--- config.mk ---
export PLATFORM = sky130hd
export DESIGN_NAME = wb_regfile_scb
export DESIGN_NICKNAME = d
export VERILOG_FILES = /design/src/rtl/wb_regfile_scb.sv
export SDC_FILE = /design/constraint.sdc
export NUM_CORES = 1
export LEC_CHECK = 0
export CORE_UTILIZATION = 50
export DETAILED_ROUTE_END_ITERATION = 10
export PLACE_DENSITY = 0.82
export SLEW_MARGIN = 25
export SYNTH_ARGS = -nofsm -noshare
export SYNTH_HDL_FRONTEND = slang
export SYNTH_SLANG_ARGS = --single-unit
--- constraint.sdc ---
create_clock -name clk -period 2.9 [get_ports clk]
set_input_delay 0.58 -clock clk [delete_from_list [all_inputs] [get_ports clk]]
set_output_delay 0.58 -clock clk [all_outputs]
set_load 0.01 [all_outputs]
--- src/rtl/wb_regfile_scb.sv ---
// Writeback stage: result select, 8x32 register file with write-first bypass,
// and a per-register busy scoreboard that stalls decode on RAW/WAW hazards.
module wb_regfile_scb #(
  parameter int NREG = 8,
  parameter int DW   = 32
) (
  input  logic                     clk,
  input  logic                     rst,
  input  logic                     PCSrcW,
  input  logic                     RegWriteW,
  input  logic                     MemtoRegW,
  input  logic [DW-1:0]            ReadDataW,
  input  logic [DW-1:0]            ALUOutW,
  input  logic [$clog2(NREG)-1:0]  WA3W,
  input  logic [$clog2(NREG)-1:0]  RA1D,
  input  logic [$clog2(NREG)-1:0]  RA2D,
  input  logic                     IssueD,
  input  logic                     IssueWrD,
  input  logic [$clog2(NREG)-1:0]  WA3D,
  input  logic                     FlushScb,
  output logic [DW-1:0]            RD1D,
  output logic [DW-1:0]            RD2D,
  output logic [DW-1:0]            ResultW,
  output logic                     PCWriteW,
  output logic                     StallD,
  output logic [NREG-1:0]          BusyMask
);

  localparam int AW = $clog2(NREG);

  logic [DW-1:0]   r_regs [NREG];
  logic [NREG-1:0] r_busy;

  logic [DW-1:0]   w_result;
  logic [NREG-1:0] w_clr;
  logic [NREG-1:0] w_eff_busy;
  logic [NREG-1:0] w_set;
  logic            w_stall;
  logic            w_byp1;
  logic            w_byp2;

  assign w_result = MemtoRegW ? ReadDataW : ALUOutW;
  assign ResultW  = w_result;
  assign PCWriteW = PCSrcW;

  assign w_byp1 = RegWriteW && (WA3W == RA1D);
  assign w_byp2 = RegWriteW && (WA3W == RA2D);
  assign RD1D   = w_byp1 ? w_result : r_regs[RA1D];
  assign RD2D   = w_byp2 ? w_result : r_regs[RA2D];

  // A register whose writeback lands this cycle is already free for decode.
  always_comb begin
    w_clr      = '0;
    w_eff_busy = '0;
    for (int i = 0; i < NREG; i++) begin
      w_clr[i]      = RegWriteW && (WA3W == AW'(i));
      w_eff_busy[i] = r_busy[i] && !w_clr[i];
    end
  end

  assign w_stall = IssueD && (w_eff_busy[RA1D] || w_eff_busy[RA2D] ||
                              (IssueWrD && w_eff_busy[WA3D]));
  assign StallD  = w_stall;

  always_comb begin
    w_set = '0;
    for (int i = 0; i < NREG; i++)
      w_set[i] = IssueD && !w_stall && IssueWrD && (WA3D == AW'(i));
  end

  assign BusyMask = r_busy;

  // New issue wins over a same-cycle clear; flush wins over both.
  always_ff @(posedge clk) begin
    if (rst) begin
      for (int i = 0; i < NREG; i++) r_regs[i] <= '0;
      r_busy <= '0;
    end else begin
      if (RegWriteW) r_regs[WA3W] <= w_result;
      if (FlushScb) r_busy <= '0;
      else          r_busy <= (r_busy & ~w_clr) | w_set;
    end
  end

endmodule

==> impl_metrics.toml, run 1 <==
[die]
die_h_um = 173
rows = 62
die_x_um = 173
boundaryPins = 190
die_area_mm2 = 0.0299
coreArea_mm2 = 0.0287
start_util = 0.509

[finish]
final_common_cell = "nor2_1"
drive_gt1_frac = 0.265
diodes = 0
synthToLayoutAreaGrowth_pct = 30.9
mostFrequentLayoutCells = "326 x nor2_1, 256 x edfxtp_1, 129 x mux4_2"
fin_cells = 1805
final_nets = 1487
fill_cells = 1926
postLayoutCellArea_mm2 = 0.0191

[global_routing]
grt_usage = 0.297
use_met1 = 0.368
grt_max_degree = 37
use_met3 = 0.0761
busiest_layer = "met2"
grt_pass1_vias = 11600
gr-total-overflow = 0
grt_pass1_wl_mm = 67.0
grt_use_met2 = 0.497
antenna_found_initial = 0

[routing]
routed_wl_mm = 45.0
vias = 11300
drtIter0Drc = 1436
drc_errors = 0
vias_per_cell = 6.27
avgRoutedWirePerCell_um = 24.9
first_pass_iters = 6
antenna_left = 0

[worst_setup_path]
rr_startpoint = "BusyMask[3]"
startpoint = "WA3W[1]"
critPathRequiredTime_ps = 2320
reg2reg_slack_ps = 1270
critPathArrivalTime_ps = 2310
crit_path_start_kind = "primary input"
worstSetupEndpoint = "RD2D[11]"
worst_setup_path_end_kind = "primary output"
cp_max_fo = 23
rr_endpoint = "BusyMask[3]"
worst_r2r_path_depth = 5
critical_path_class = "in -> out"

[pwr]
leakagePower_uw = 0.00753
swShare = 0.261
pwr-share-comb = 0.208
p_int_uw = 7190
max-vdd-ir-drop_mv = 0.366
p_sw_uw = 2540
powerDensity_mw_per_mm2 = 509
seq_power_share = 0.471
p_clk_frac = 0.321

[placement]
place_area_mm2 = 0.0181
pre_cts_slack_ps = -662
place_hpwl_mm = 28.2
gp_congestion = 0.862
io_buffer_count = 187
dp_cells = 1743

[clocking]
clock_sinks = 264
cts_buffer_depth = 3
worstSkewPairLatency_ps = 550
cts_tree = "done"
hold_buffers = 0
clk_pin_slew_ps = 60
cts_max_level = 1
cts_buffers = 27
ctsRootBufferMaster = "clkbuf_16"

[timing]
finalSetupViolations = 0
fin_skew_ps = 0.384
slew_headroom = 0.632
period_share = 0.996
finalSetupTns_ps = 0
tightest_slew_ps = 536
drv_slew = 0
max_freq_mhz = 346
min_period_ps = 2890
hold_viol = 0
setup_ws_ps = 10.3

[status]
run_status = "finished clean"

[synthesis]
synthFlopType = "edfxtp_1"
avgSynthCellArea_um2 = 13.1
ys_seq_area_frac = 0.537
ys_types = 46
async_flop_share = 0
yosys_warnings = 0
synth-seq-cells = 264
synth_edf_count = 256
synth_nets = 1199
syn_inst = 1115
syn_area_mm2 = 0.0146

[run]
maxCapViolCount = 0

[hold_path]
worstHoldPathType = "reg -> reg"
==> synthesized netlist by cell type, types with 2 or more instances <==
cell / instances / area (um^2)
nand3_1: 6 / 30.0
buf_6: 3 / 33.8
nand4_1: 4 / 25.0
o32ai_1: 6 / 52.6
clkbuf_1: 41 / 154
a2111oi_0: 4 / 35.0
dfxtp_1: 8 / 160
o21ai_0: 4 / 20.0
and4bb_1: 2 / 25.0
nor2_1: 327 / 1230
buf_1: 6 / 22.5
xnor2_1: 8 / 70.1
nand2_1: 24 / 90.1
nor2_2: 2 / 12.5
nor2b_1: 4 / 25.0
inv_1: 36 / 135
or2_2: 8 / 50.1
a21oi_1: 64 / 320
edfxtp_1: 256 / 7690
and4b_1: 2 / 20.0
mux2i_1: 96 / 961
mux4_2: 129 / 2910
o21ai_1: 4 / 20.0
o31ai_1: 4 / 30.0
buf_4: 7 / 52.6
o221ai_1: 2 / 17.5
o211ai_1: 2 / 15.0
buf_2: 32 / 160
nand3b_1: 5 / 37.5
nand2b_1: 3 / 18.8
==> logic make-up (layout without fill, tap and decap cells) <==
group,after synthesis,count (layout),share of synthesized area
and+or+nand+nor,398,398,0.115
DFF,264,264,0.537
muxes,225,225,0.265
buffers and inverters,126,432,0.0385
AOI/OAI and AO/OA,94,94,0.0394
xor gates and xnor gates,8,8,0.00480
==> routing by layer <==
layer  vias up  part of all wire
met5         -                 0
met4         0             0.036
met3       152              0.11
met2       856              0.50
met1      5543              0.35
li1       4764                 -
==> per-stage QoR <==
step / hold WS (ps) / total power [uW] / util
after floorplan: 533 / 5610 / -
after global placement: 529 / 6570 / 0.629
after detailed placement: 529 / 6650 / 0.629
after CTS: 548 / 9690 / 0.661
after global routing: 578 / 9990 / 0.666
final: 548 / 9730 / 0.666
==> flip-flops by register name, indices dropped and copies added (netlist names) <==
register  cells
r_regs      256
BusyMask      8
==> cell type report <==
cell class | instances | area [um^2] | share of cell area
tap | 384 | 480 | 0.0251
timing repair buffer | 348 | 3590 | 0.188
inverter | 37 | 139 | 0.00726
multi-input combinational | 725 | 6300 | 0.329
sequential | 264 | 7850 | 0.410
clock inverter | 13 | 61.3 | 0.00321
clock buffer | 34 | 702 | 0.0367
==> power by group through the flow <==
stage	combinational [uW]	clock, uW	sequential, uW
floorplan	1030	0	4580
global placement	1980	0	4600
detailed placement	2020	0	4640
CTS	2000	3120	4570
global route	2130	3260	4600
finish	2020	3130	4580
==> worst min path at each step <==
stage                            from          end  slack, ps  depth (start not counted)
after global routing      BusyMask[7]  BusyMask[7]        580                          2
final                     BusyMask[7]  BusyMask[7]        550                          2
after detailed placement  BusyMask[7]  BusyMask[7]        530                          2
after floorplan           BusyMask[6]  BusyMask[6]        530                          2
after global placement    BusyMask[7]  BusyMask[7]        530                          2
after CTS                 BusyMask[7]  BusyMask[7]        550                          2
==> worst max-delay path: stages <==
cell and delay (ps):
buf_2 160, buf_4 180, xnor2_2 170, nand4_1 130, buf_4 190, buf_6 130, buf_12 120, buf_12 140
nor2_1 120, a21oi_1 60, dlygate4sd2_1 310
==> what timing repair did <==
| item | 4_1_cts | 5_1_grt |
|---|---|---|
| setup buffers | 11 | 3 |
| endpoints found under the setup margin | 65 | 50 |
| resized for setup | 83 | 37 |
| cloned | 1 | 1 |
| pin swaps | 4 | 4 |
(Power assumes the default switching activity.)
==> run 2, diff against run 1 <==
--- a/config.mk
+++ b/config.mk
@@ -8,7 +8,7 @@
 export CORE_UTILIZATION = 50
 export DETAILED_ROUTE_END_ITERATION = 10
 export PLACE_DENSITY = 0.82
-export SLEW_MARGIN = 25
+export SLEW_MARGIN = 20
 export SYNTH_ARGS = -nofsm -noshare
 export SYNTH_HDL_FRONTEND = slang
 export SYNTH_SLANG_ARGS = --single-unit
==> results of run 2 <==
The final DEF is identical to that of run 1; final timing and power are the same.
